$ cat config.mk
export PLATFORM = sky130hd
export DESIGN_NAME = int_div
export DESIGN_NICKNAME = d
export VERILOG_FILES = /design/src/rtl/alu_pkg.sv /design/src/rtl/int_div_step.sv /design/src/rtl/int_div.sv
export SDC_FILE = /design/constraint.sdc
export NUM_CORES = 1
export LEC_CHECK = 0
export ABC_AREA = 1
export CORE_ASPECT_RATIO = 1.2
export CORE_MARGIN = 4
export CORE_UTILIZATION = 61
export CTS_BUF_LIST = sky130_fd_sc_hd__clkbuf_8
export CTS_CLUSTER_SIZE = 40
export DETAILED_ROUTE_END_ITERATION = 8
export PLACE_DENSITY = 0.83
export SKIP_LAST_GASP = 1
export SYNTH_ARGS = -nofsm -noshare
export SYNTH_HDL_FRONTEND = slang
export SYNTH_SLANG_ARGS = --single-unit
export TNS_END_PERCENT = 10
$ cat constraint.sdc
create_clock -name i_clk -period 4 [get_ports i_clk]
set_input_delay 0.8 -clock i_clk [delete_from_list [all_inputs] [get_ports i_clk]]
set_output_delay 0.8 -clock i_clk [all_outputs]
set_load 0.02 [all_outputs]
$ cat src/rtl/alu_pkg.sv
// Shared ALU definitions: divider op encodings, divider FSM state codes and default word width.
package alu_pkg;

  localparam int unsigned XLEN_DEFAULT = 32;

  localparam logic [1:0] DIV_OP_DIV  = 2'b00;
  localparam logic [1:0] DIV_OP_DIVU = 2'b01;
  localparam logic [1:0] DIV_OP_REM  = 2'b10;
  localparam logic [1:0] DIV_OP_REMU = 2'b11;

  localparam logic [1:0] ST_IDLE = 2'd0;
  localparam logic [1:0] ST_CALC = 2'd1;
  localparam logic [1:0] ST_DONE = 2'd2;

endpackage

$ cat src/rtl/int_div_step.sv
// One radix-2 restoring division step: shift in the next dividend bit, subtract the divisor if it fits.
module int_div_step #(
  parameter int unsigned XLEN = 32
) (
  input  logic [XLEN-1:0] i_rem,
  input  logic            i_dvd_msb,
  input  logic [XLEN-1:0] i_dvs,
  output logic [XLEN-1:0] o_rem_next,
  output logic            o_q_bit
);

  logic [XLEN:0] w_shift;
  logic [XLEN:0] w_diff;
  logic          w_borrow;
  logic          w_unused;

  assign w_shift = {i_rem, i_dvd_msb};
  // No borrow out of the XLEN+1 bit subtract means the divisor fits.
  assign {w_borrow, w_diff} = {1'b0, w_shift} - {2'b00, i_dvs};
  assign o_q_bit    = ~w_borrow;
  assign o_rem_next = w_borrow ? w_shift[XLEN-1:0] : w_diff[XLEN-1:0];

  // Top bits are always zero in the selected result; the remainder stays below the divisor.
  assign w_unused = ^{w_shift[XLEN], w_diff[XLEN]};

endmodule

$ cat src/rtl/int_div.sv
// Multi-cycle RISC-V DIV/DIVU/REM/REMU divider, one quotient bit per cycle, fixed latency.
module int_div
  import alu_pkg::*;
#(
  parameter int unsigned XLEN = XLEN_DEFAULT
) (
  input  logic            i_clk,
  input  logic            i_rst,
  input  logic            i_valid,
  input  logic [1:0]      i_op,
  input  logic [XLEN-1:0] i_a,
  input  logic [XLEN-1:0] i_b,
  output logic            o_busy,
  output logic            o_valid,
  output logic [XLEN-1:0] o_result
);

  localparam int unsigned CW = $clog2(XLEN);

  logic [1:0]      r_state;
  logic [CW-1:0]   r_count;
  logic [1:0]      r_op;
  logic            r_neg_q;
  logic            r_neg_r;
  logic            r_div_zero;
  logic            r_ovf;
  logic [XLEN-1:0] r_a;
  logic [XLEN-1:0] r_dvd;
  logic [XLEN-1:0] r_dvs;
  logic [XLEN-1:0] r_rem;
  logic [XLEN-1:0] r_result;

  logic            w_signed;
  logic [XLEN-1:0] w_abs_a;
  logic [XLEN-1:0] w_abs_b;
  logic [XLEN-1:0] w_rem_next;
  logic            w_q_bit;
  logic [XLEN-1:0] w_quo;
  logic [XLEN-1:0] w_q_fix;
  logic [XLEN-1:0] w_r_fix;
  logic [XLEN-1:0] w_final;

  assign w_signed = ~i_op[0];
  assign w_abs_a  = i_a[XLEN-1] ? -i_a : i_a;
  assign w_abs_b  = i_b[XLEN-1] ? -i_b : i_b;

  int_div_step #(
    .XLEN(XLEN)
  ) u_step (
    .i_rem     (r_rem),
    .i_dvd_msb (r_dvd[XLEN-1]),
    .i_dvs     (r_dvs),
    .o_rem_next(w_rem_next),
    .o_q_bit   (w_q_bit)
  );

  // Quotient bits shift into the vacated dividend LSBs; this is the full quotient on the last step.
  assign w_quo   = {r_dvd[XLEN-2:0], w_q_bit};
  assign w_q_fix = r_neg_q ? -w_quo : w_quo;
  assign w_r_fix = r_neg_r ? -w_rem_next : w_rem_next;

  always_comb begin
    w_final = r_op[1] ? w_r_fix : w_q_fix;
    if (r_div_zero) begin
      w_final = r_op[1] ? r_a : '1;
    end else if (r_ovf) begin
      w_final = r_op[1] ? '0 : {1'b1, {(XLEN-1){1'b0}}};
    end
  end

  always_ff @(posedge i_clk) begin
    if (i_rst) begin
      r_state    <= ST_IDLE;
      r_count    <= '0;
      r_op       <= '0;
      r_neg_q    <= 1'b0;
      r_neg_r    <= 1'b0;
      r_div_zero <= 1'b0;
      r_ovf      <= 1'b0;
      r_a        <= '0;
      r_dvd      <= '0;
      r_dvs      <= '0;
      r_rem      <= '0;
      r_result   <= '0;
    end else begin
      case (r_state)
        ST_IDLE, ST_DONE: begin
          if (i_valid) begin
            r_state    <= ST_CALC;
            r_count    <= '0;
            r_op       <= i_op;
            r_neg_q    <= w_signed & (i_a[XLEN-1] ^ i_b[XLEN-1]);
            r_neg_r    <= w_signed & i_a[XLEN-1];
            r_div_zero <= (i_b == '0);
            r_ovf      <= w_signed & (i_a == {1'b1, {(XLEN-1){1'b0}}}) & (i_b == '1);
            r_a        <= i_a;
            r_dvd      <= w_signed ? w_abs_a : i_a;
            r_dvs      <= w_signed ? w_abs_b : i_b;
            r_rem      <= '0;
          end else begin
            r_state <= ST_IDLE;
          end
        end
        ST_CALC: begin
          r_rem   <= w_rem_next;
          r_dvd   <= w_quo;
          r_count <= r_count + CW'(1);
          if (r_count == CW'(XLEN - 1)) begin
            r_state  <= ST_DONE;
            r_result <= w_final;
          end
        end
        default: r_state <= ST_IDLE;
      endcase
    end
  end

  assign o_busy   = (r_state == ST_CALC);
  assign o_valid  = (r_state == ST_DONE);
  assign o_result = r_result;

endmodule
; After elaboration in Yosys (flattened, before gate mapping)
; Cells that the tools add are included.
[op_classes]
n_addsub = 6
eq_ne = 7
muxes = 21
bitwise = 7
n_reduce_logical = 7
[ops]
columns = op, n
row1 = two-way mux 32 bit, 14
row2 = negator 32 bit, 4
row3 = one-hot mux 32 bit (2 select lines), 2
row4 = == test 32 bit (second input constant), 2
row5 = subtractor 33 x 32 -> 34 bit, 1
row6 = zero test 32 bit, 1
row7 = one-hot mux 5 bit (2 select lines), 1
row8 = AND reduction 2 bit, 3
row9 = adder 5 x 1 -> 5 bit (second input constant), 1
row10 = == test 5 bit (second input constant), 1
row11 = two-way mux 5 bit, 1
row12 = AND 1 bit, 4
row13 = one-hot mux 2 bit (2 select lines), 1
row14 = == test 2 x 1 -> 1 bit (second input constant), 1
row15 = == test 2 bit (second input constant), 1
row16 = zero test 2 bit, 1
row17 = two-way mux 2 bit, 1
row18 = != test 2 x 1 -> 1 bit (second input constant), 1
row19 = != test 2 bit (second input constant), 1
row20 = NOT 1 bit, 2
row21 = nonzero test 2 bit, 1
row22 = OR reduction 2 bit, 1
row23 = two-way mux 1 bit, 1
row24 = bitwise XOR 1 bit, 1
[totals]
regBits = 173
inputBits = 69
output_inout_bits = 34
elab_cells = 60

; Logic depth before layout (Yosys ltp)
; Gate-level depths: netlist of run 1.
[logic_depth]
ltp_word = 7
mapped_depth = 29
mapped_depth_nobuf = 28

; By module
; Synthesis of run 1 repeated with hierarchy kept, for this count alone.
[hier_totals]
hier_cells = 2328
hier_area_um2 = 13764.5
[modules_own_cells]
columns = mod, n_inst, cells_per_inst, area_per_inst_um2, seq_area_each_um2
row1 = int_div, 1, 1689, 10639.0, 3443.3
row2 = int_div_step, 1, 639, 3125.5, 0.0

; Least setup slack after synthesis of run 1
; OpenSTA, ideal clock, no wires.
[synth_timing]
path_kind = register to register
start = register r_dvs[19]
end = register r_result[30], in the netlist o_result[30]
setup_time_ns = 0.119
t_arrival_ns = 3.554
t_required_ns = 3.881
path_slack_ns = 0.327
path_stages_with_launch = 28
n_path_buf = 1
synth_period_minus_slack_ns = 3.673
cell_sequence = dfxtp_1 -> inv_1 -> ha_1 -> nand2_1 -> inv_1 -> nand2_1 -> nand2_1 -> nand2_1 -> a21oi_1 -> nor2_4 -> nand2_8 -> inv_2 -> buf_6 -> ha_1 -> nand3_1 -> nor3_1 -> nand3_1 -> nor3_1 -> nand2_1 -> nand2_1 -> o21ai_0 -> nor2_1 -> o21ai_0 -> a21oi_1 -> xor2_1 -> a21oi_1 -> nand2_1 -> a21oi_1
[synth_via]
elab_chain_len = 7
elab_cells_between_ends = 10
cone_classes = add/sub (3) / mux (6) / bitwise (1)
[synth_rtl]
columns = element, line_no
row1 = from (decl), int_div.sv:29  ; logic [XLEN-1:0] r_dvs;
row2 = from (signal assigned), int_div.sv:98  ; r_dvs <= w_signed ? w_abs_b : i_b;
row3 = subtractor 33 x 32 -> 34 bit (*), int_div_step.sv:19  ; assign {w_borrow, w_diff} = {1'b0, w_shift} - {2'b00, i_dvs};
row4 = two-way mux 32 bit or NOT 1 bit (tied branches), "int_div_step.sv:21, int_div_step.sv:20"
row5 = negator 32 bit (on tied branches), "int_div.sv:60, int_div.sv:59"
row6 = two-way mux 32 bit (on tied branches), "int_div.sv:60, int_div.sv:59"
row7 = two-way mux 32 bit (*), int_div.sv:63  ; w_final = r_op[1] ? w_r_fix : w_q_fix;
row8 = two-way mux 32 bit (*), int_div.sv:66  ; end else if (r_ovf) begin
row9 = two-way mux 32 bit (*), int_div.sv:64  ; if (r_div_zero) begin
row10 = to (signal assigned), int_div.sv:110  ; r_result <= w_final;
row11 = to (decl), int_div.sv:31  ; logic [XLEN-1:0] r_result;
; Mark *: on every way between the ends. The rest lies on a longest branch, timed or not.
; A chain may end at the register's enable or synchronous reset.

; Worst setup path in the final report of run 1
[layout_timing]
start = register r_rem[14]
end = register r_result[22], in the netlist o_result[22]
[layout_via]
elab_chain_len = 7
elab_cells_between_ends = 10
cone_classes = add/sub (3) / mux (6) / bitwise (1)
[layout_rtl]
columns = element, line_no
row1 = from (decl), int_div.sv:30  ; logic [XLEN-1:0] r_rem;
row2 = from (signal assigned), int_div.sv:105  ; r_rem <= w_rem_next;
row3 = subtractor 33 x 32 -> 34 bit, int_div_step.sv:19
row4 = two-way mux 32 bit or NOT 1 bit (tied branches), "int_div_step.sv:21, int_div_step.sv:20"
row5 = negator 32 bit (on tied branches), "int_div.sv:60, int_div.sv:59"
row6 = two-way mux 32 bit (on tied branches), "int_div.sv:60, int_div.sv:59"
row7 = two-way mux 32 bit (*), int_div.sv:63
row8 = two-way mux 32 bit (*), int_div.sv:66
row9 = two-way mux 32 bit (*), int_div.sv:64
; Marks and branches as above.

==> results of run 1 <==
-- synth_stat cells, drive strengths merged --
cell     instances
a211oi           7
o211ai           5
ha              39
nor3            39
a221oi           7
dfxtp          172
and2             5
nand4           25
o221ai          22
nor2           253
nor4            10
o31ai            6
xnor2            8
o41ai            2
o2111ai          1
nand3b           5
or4              1
or2             11
xor2            47
o22ai            6
o21bai           2
a21oi          159
buf             20
nand2          630
inv            319
clkbuf          74
o21ai          169
clkinv           1
fa               1
o311ai           1
nand3          152
a31oi           28
o21a             1
-- cells in the final DEF (no fill, tap or decap), types with 7 or more instances in the layout --
| master | n |
|---|---|
| inv_1 | 312 |
| inv_2 | 8 |
| a31oi_1 | 28 |
| a21oi_1 | 157 |
| o221ai_1 | 22 |
| dfxtp_1 | 169 |
| nor2_1 | 242 |
| nand3_1 | 147 |
| nand2_1 | 606 |
| ha_4 | 9 |
| a211oi_1 | 7 |
| nor4_1 | 10 |
| o21ai_1 | 10 |
| clkbuf_8 | 17 |
| or2_2 | 11 |
| xnor2_1 | 8 |
| o21ai_0 | 153 |
| a221oi_1 | 7 |
| buf_4 | 38 |
| nand4_1 | 25 |
| nand2_2 | 21 |
| ha_1 | 28 |
| nor3_1 | 34 |
| clkdlybuf4s50_1 | 101 |
| xor2_1 | 47 |
-- sequential cells by signal (all words and copies together), names as in the netlist --
register / count
r_state: 2
r_count: 5
r_dvd: 32
r_op: 1
o_result: 32
r_dvs: 32
r_div_zero: 1
r_ovf: 1
r_a: 32
r_neg_r: 1
r_rem: 32
r_neg_q: 1
-- critical path, delay by kind of cell (launching register included) --
kind / cells / cell delay (ns)
buffers and inverters: 7 / 0.68
AND/OR/NAND/NOR: 14 / 1.49
flip-flops: 1 / 0.49
AO/OA/AOI/OAI: 4 / 0.43
adder cells (fa/ha/maj): 2 / 0.46
XOR/XNOR: 1 / 0.18
-- through the flow --
step / instance area, µm² / TNS [ns]
6_report: 15100 / 0
5_1_grt: 15100 / -0.0364
4_1_cts: 14900 / 0
3_5_place_dp: 14500 / 0
3_3_place_gp: 14500 / 0
2_1_floorplan: 13200 / 0
-- area by class of cell --
class / count / area [µm²]
clock buffer: 17 / 234
clock inverter: 15 / 178
fill: 1906 / 6070
inverter: 320 / 1200
multi-input combinational: 1642 / 8290
sequential: 172 / 3450
tap: 270 / 338
timing repair buffer: 143 / 1360
-- worst paths after layout --
check                                            start                         to  slack [ns]  depth (start not counted)
worst min register to register    r_a[13]$_SDFFE_PP0P_       r_a[13]$_SDFFE_PP0P_        0.47                          2
worst min-delay path              r_a[13]$_SDFFE_PP0P_       r_a[13]$_SDFFE_PP0P_        0.47                          2
worst max-delay path            r_rem[14]$_SDFFE_PP0P_  o_result[22]$_SDFFE_PP0P_        0.19                         28
worst max register to register  r_rem[14]$_SDFFE_PP0P_  o_result[22]$_SDFFE_PP0P_        0.19                         28
-- layer usage --
layer / part of all wire / up-vias
met4: 0.062 / 0
met3: 0.064 / 168
met2: 0.50 / 668
li1: - / 7327
met5: 0 / -
met1: 0.38 / 6703
-- what timing repair did --
| item | CTS | global route |
|---|---|---|
| gates resized for setup | 0 | 28 |
| endpoints found under the setup margin | 1 | 6 |
| pin swaps | 1 | 5 |
| buffers inserted | 1 | 1 |
-- logic make-up (layout without fill, tap and decap cells) --
| family | after synthesis | after routing | share of synthesized area |
|---|---|---|---|
| flip-flops | 172 | 172 | 0.262 |
| buffers and inverters | 414 | 495 | 0.121 |
| AO/OA/AOI/OAI | 416 | 416 | 0.177 |
| AND/OR/NAND/NOR | 1131 | 1131 | 0.365 |
| XOR/XNOR | 55 | 55 | 0.0366 |
| adder cells (fa/ha/maj) | 40 | 40 | 0.0386 |
-- power by group through the flow --
stage / logic, mW / registers [mW] / clock network, mW
after floorplan: 3.77 / 1.95 / 0
after global placement: 4.93 / 1.99 / 0
after detailed placement: 5.01 / 1.99 / 0
after CTS: 5.05 / 1.96 / 1.28
after global routing: 5.80 / 1.98 / 1.34
final: 5.20 / 1.97 / 1.28
==> results.txt, run 1 <==
Status: finished clean
Peak Freq: 0.263 GHz
ANT cells: 0
Total GRT Usage: 0.371
Sw Pwr: 4.44 mW
Worst setup SP type: flip-flop
GR peak layer: met2
M2 GR Usage: 0.665
Combinational power share: 0.615
First-pass GRT wire length: 71.4 mm
Post-route setup slack: 0.193 ns
IO Pins: 103
Crit path required time: 4.37 ns
Area Overhead vs Synth: 14.4%
Hpwl dp: 34.8 mm
Hold_ws: 0.469 ns
Final Max Tran Viols: 0
Final Setup Violations: 0
Global-route track usage on met1: 0.421
YS warnings: 0
Critical path class: flip-flop to flip-flop
Worst-margin pin slew: 0.955 ns
IR drop worst, VDD: 0.322 mV
Cells taking the most area after synthesis: dfxtp_1 (26%), nand2_1 (17%), inv_1 (8.9%), nor2_1 (7.0%), a21oi_1 (6.0%)
First-pass iteration count of the detailed router: 6
Relative slew slack: 0.362
Vias in the first global route: 14.0k
Syn_nets: 2,337
Critical path arrival: 4.18 ns
Post-Route WL: 45.6 mm
Yosys cell types: 49
Slowest stage delay, CP: 0.49 ns
Initial antenna violation count: 0
CTS tree: built
CTS Buf Count: 17
Initial Utilization: 0.623
Clock latency on the worst-skew pair: 0.49 ns
Routed len/inst: 17.7 µm
Layout Nets: 2,405
Min Tclk post-route: 3.81 ns
Hold-fix buffers, CTS: 0
Sink Count: 172
Via count: 14.9k
CTS root buf: clkbuf_8
Bufs on Longest Clock Path: 2
Slowest cell on the critical path: dfxtp_1
GRT overflow: 0
Die width: 142 µm
Pwr/cell area: 562 nW/µm²
Core area: 21,100 µm²
DRC: 0
Flop pwr share: 0.233
Post-route clock skew: 0.0198 ns
DRT antenna net count: 0
Clock share of power: 0.152
Standard-cell rows: 58
Cells after Synth: 2,228
Clk pin slew, worst setup/hold paths: 0.11 ns
CTS HTree Levels: 4
Pin count of the biggest net entering global routing: 73
Share of layout cells above drive strength 1: 0.0697
Maxcap violations: 0
Worst min-delay path class: flip-flop to flip-flop
Setup crit end kind: flip-flop
Final Power: 8.45 mW
Grt met3 use: 0.0489
Non-Filler Instances: 2,579
Die height: 169 µm
Max FO, Critical Path: 5
IO Port Bufs: 102
Top cell by count, worst path: nand2_1
Die Area: 24,000 µm²
Crit share post-route: 0.952
Post-synth top area share: 0.262
GP Congestion: 0.975
Drt via density: 5.76
Synth area leader: dfxtp_1
Synthesized area per cell: 5.90 µm²
Leakage power: 7.09 nW
DRT iter0 DRCs: 1,389
Place WS: 0.0310 ns
Cell-internal power: 4.01 mW
Fin. Hold Viols: 0
Finished Core Util: 0.713
Synth Cell Area: 13,200 µm²
#FFs+latches synth: 172
Sw Share: 0.525
Seq/Total Area, Yosys: 0.262
Placed Cells: 2,545
Power figures use the tool's default switching activity.
==> run 2: changes to the inputs <==
CORE_UTILIZATION = 56   (was 61)
PLACE_DENSITY = 0.8   (was 0.83)
SLEW_MARGIN = 30   (was default)
clock period = 3.5 ns   (was 4 ns; I/O delays follow)
==> results.txt, run 2 (synthesis results as in run 1) <==
Standard-cell rows: 61 (+5.2%)
Total GRT Usage: 0.364 (-0.00686)
Die width: 148 µm (+4.1%)
Pin count of the biggest net entering global routing: 105 (+44%)
Hpwl dp: 36.6 mm (+5.2%)
Fin. Hold Viols: 0 (unchanged)
CTS root buf: clkbuf_8
Critical path class: flip-flop to flip-flop
Slowest cell on the critical path: dfxtp_1
CTS HTree Levels: 4 (unchanged)
Min Tclk post-route: 3.41 ns (-0.392 ns)
Crit share post-route: 0.976 (+0.0239)
IO Port Bufs: 102 (unchanged)
Share of layout cells above drive strength 1: 0.168 (+0.0978)
WP buf/inv: 5 (-2)
Initial antenna violation count: 0 (unchanged)
Min-delay src: r_a[14]$_SDFFE_PP0P_
Leakage power: 8.01 nW (+13%)
Via count: 15.6k (+5.2%)
Final Power: 11.2 mW (+32%)
Most common cell after layout, fill and taps aside: nand2_1
Slowest stage delay, CP: 0.46 ns (-0.03 ns)
GRT overflow: 0 (unchanged)
DRT antenna net count: 0 (unchanged)
Post-route clock skew: 0.0244 ns (+0.00467 ns)
Setup crit end kind: flip-flop
Clock latency on the worst-skew pair: 0.49 ns (about the same)
IR drop worst, VDD: 0.508 mV (+58%)
Worst setup path startpoint: r_rem[9]$_SDFFE_PP0P_
CTS Buf Count: 17 (unchanged)
Worst-margin pin slew: 0.964 ns (+0.00821 ns)
DRT iter0 DRCs: 1,205 (-13%)
Layout Nets: 2,586 (+7.5%)
RSZ-0062 raised after global routing: true
Maxcap violations: 0 (unchanged)
Critical path arrival: 3.79 ns (-0.39 ns)
First-pass iteration count of the detailed router: 6 (unchanged)
Pwr/cell area: 665 nW/µm² (+18%)
First-pass GRT wire length: 76.2 mm (+6.7%)
Die Area: 26,000 µm² (+8.5%)
Final Setup Violations: 0 (unchanged)
DP Area: 16,200 µm² (+12%)
Status: finished clean
Vias in the first global route: 15.0k (+7.0%)
DRC: 0 (unchanged)
Hold_ws: 0.466 ns (-0.00340 ns)
Relative slew slack: 0.352 (-0.0107)
Initial Utilization: 0.569 (-0.0541)
GP Congestion: 0.998 (+2.4%)
Post-Route WL: 48.4 mm (+6.3%)
Crit path required time: 3.87 ns (-0.50 ns)
Worst min-delay path class: flip-flop to flip-flop
CTS tree: built
Worst setup SP type: flip-flop
Post-route cell area: 16,800 µm² (+11%)
ANT cells: 0 (unchanged)
Fillers: 2,081 (+9.2%)
Area Overhead vs Synth: 27.5%
Max FO, Critical Path: 3 (-2)
Clk pin slew, worst setup/hold paths: 0.11 ns (about the same)
Peak Freq: 0.293 GHz (+11%)
Worst r2r src: r_rem[9]$_SDFFE_PP0P_
Most frequent cells in the layout: nand2_1 (589), inv_1 (300), nor2_1 (241)
Crit-path leading delay family: simple AND/OR/NAND/NOR gates
IO Pins: 103 (unchanged)
Drt via density: 5.58 (-3.2%)
Bufs on Longest Clock Path: 2 (unchanged)
Sink Count: 172 (unchanged)
Final Max Tran Viols: 0 (unchanged)
Die height: 176 µm (+4.2%)
Routed len/inst: 17.3 µm (-2.2%)
Core area: 23,100 µm² (+9.5%)
Top cell by count, worst path: nand2_2
run 2: cell count changes in the layout (fill, tap and decap cells not counted), sizes merged:
cell      delta
buf        +181
inv          +1
clkinvlp     +2
clkinv       -4
run 2: final cells by class:
type                    count  area, µm²  area share
multi-input cells        1642       8560       0.510
flip-flops and latches    172       3480       0.207
repair buffers            324       2760       0.164
clock inverters            14        150     0.00895
clock buffers              17        234      0.0139
inverters                 320       1210      0.0719
well taps                 315        394      0.0235
run 2: worst reg2reg max path, cell delays in order (launching register included):
cell	delay, ns
dfxtp_1	0.46
ha_4	0.25
nand2_1	0.08
nand2_2	0.06
nand2_2	0.06
nand2_2	0.06
nand2_2	0.06
nand2_2	0.06
inv_2	0.06
nand2_2	0.06
nand2_4	0.09
nand2_8	0.06
inv_6	0.06
ha_4	0.14
nand3_4	0.10
nor3_4	0.22
nand3_2	0.10
nor3_2	0.11
buf_4	0.14
nand4_1	0.15
o31ai_2	0.29
buf_4	0.15
buf_4	0.09
o21ai_0	0.06
a21oi_1	0.15
nor2_1	0.05
nand2_1	0.09
a21oi_1	0.06
run 2: worst paths after layout:
check / endpoint / slack, ns / cells after the start
worst max-delay path: o_result[24]$_SDFFE_PP0P_ / 0.09 / 27
worst min-delay path: r_a[14]$_SDFFE_PP0P_ / 0.47 / 2
worst max register to register: o_result[24]$_SDFFE_PP0P_ / 0.09 / 27
worst min register to register: r_a[14]$_SDFFE_PP0P_ / 0.47 / 2
run 2: through the flow:
step,std cells,TNS (ns),util,worst slack [ns]
global route,2804,-2.38,0.725,-0.216
global placement,2766,-0.946,0.699,-0.228
finish,2804,0,0.725,0.0854
floorplan,2228,0,-,0.000842
CTS,2799,-0.0318,0.717,-0.0227
detailed placement,2766,-1.43,0.699,-0.277
run 2: timing repair:
item                                    4_1_cts  5_1_grt
hold buffers                                  0        0
setup buffers                                 2        5
endpoints found under the setup margin        5       26
gates resized for setup                      10       70
pin swaps                                     2       27
run 2: where the power goes:
group / switching, mW / total [mW] / leakage (nW) / internal, mW
Sequential: 0.147 / 2.26 / 1.42 / 2.11
Combinational: 4.43 / 7.48 / 6.41 / 3.05
Clock: 0.888 / 1.42 / 0.189 / 0.530
Total: 5.47 / 11.2 / 8.01 / 5.69
run 2: per-layer routing:
layer | wire, µm | GRT usage
met5 | 0 | 0
met4 | 3150 | 0.211
met3 | 2830 | 0.0462
met2 | 24000 | 0.659
met1 | 18400 | 0.410
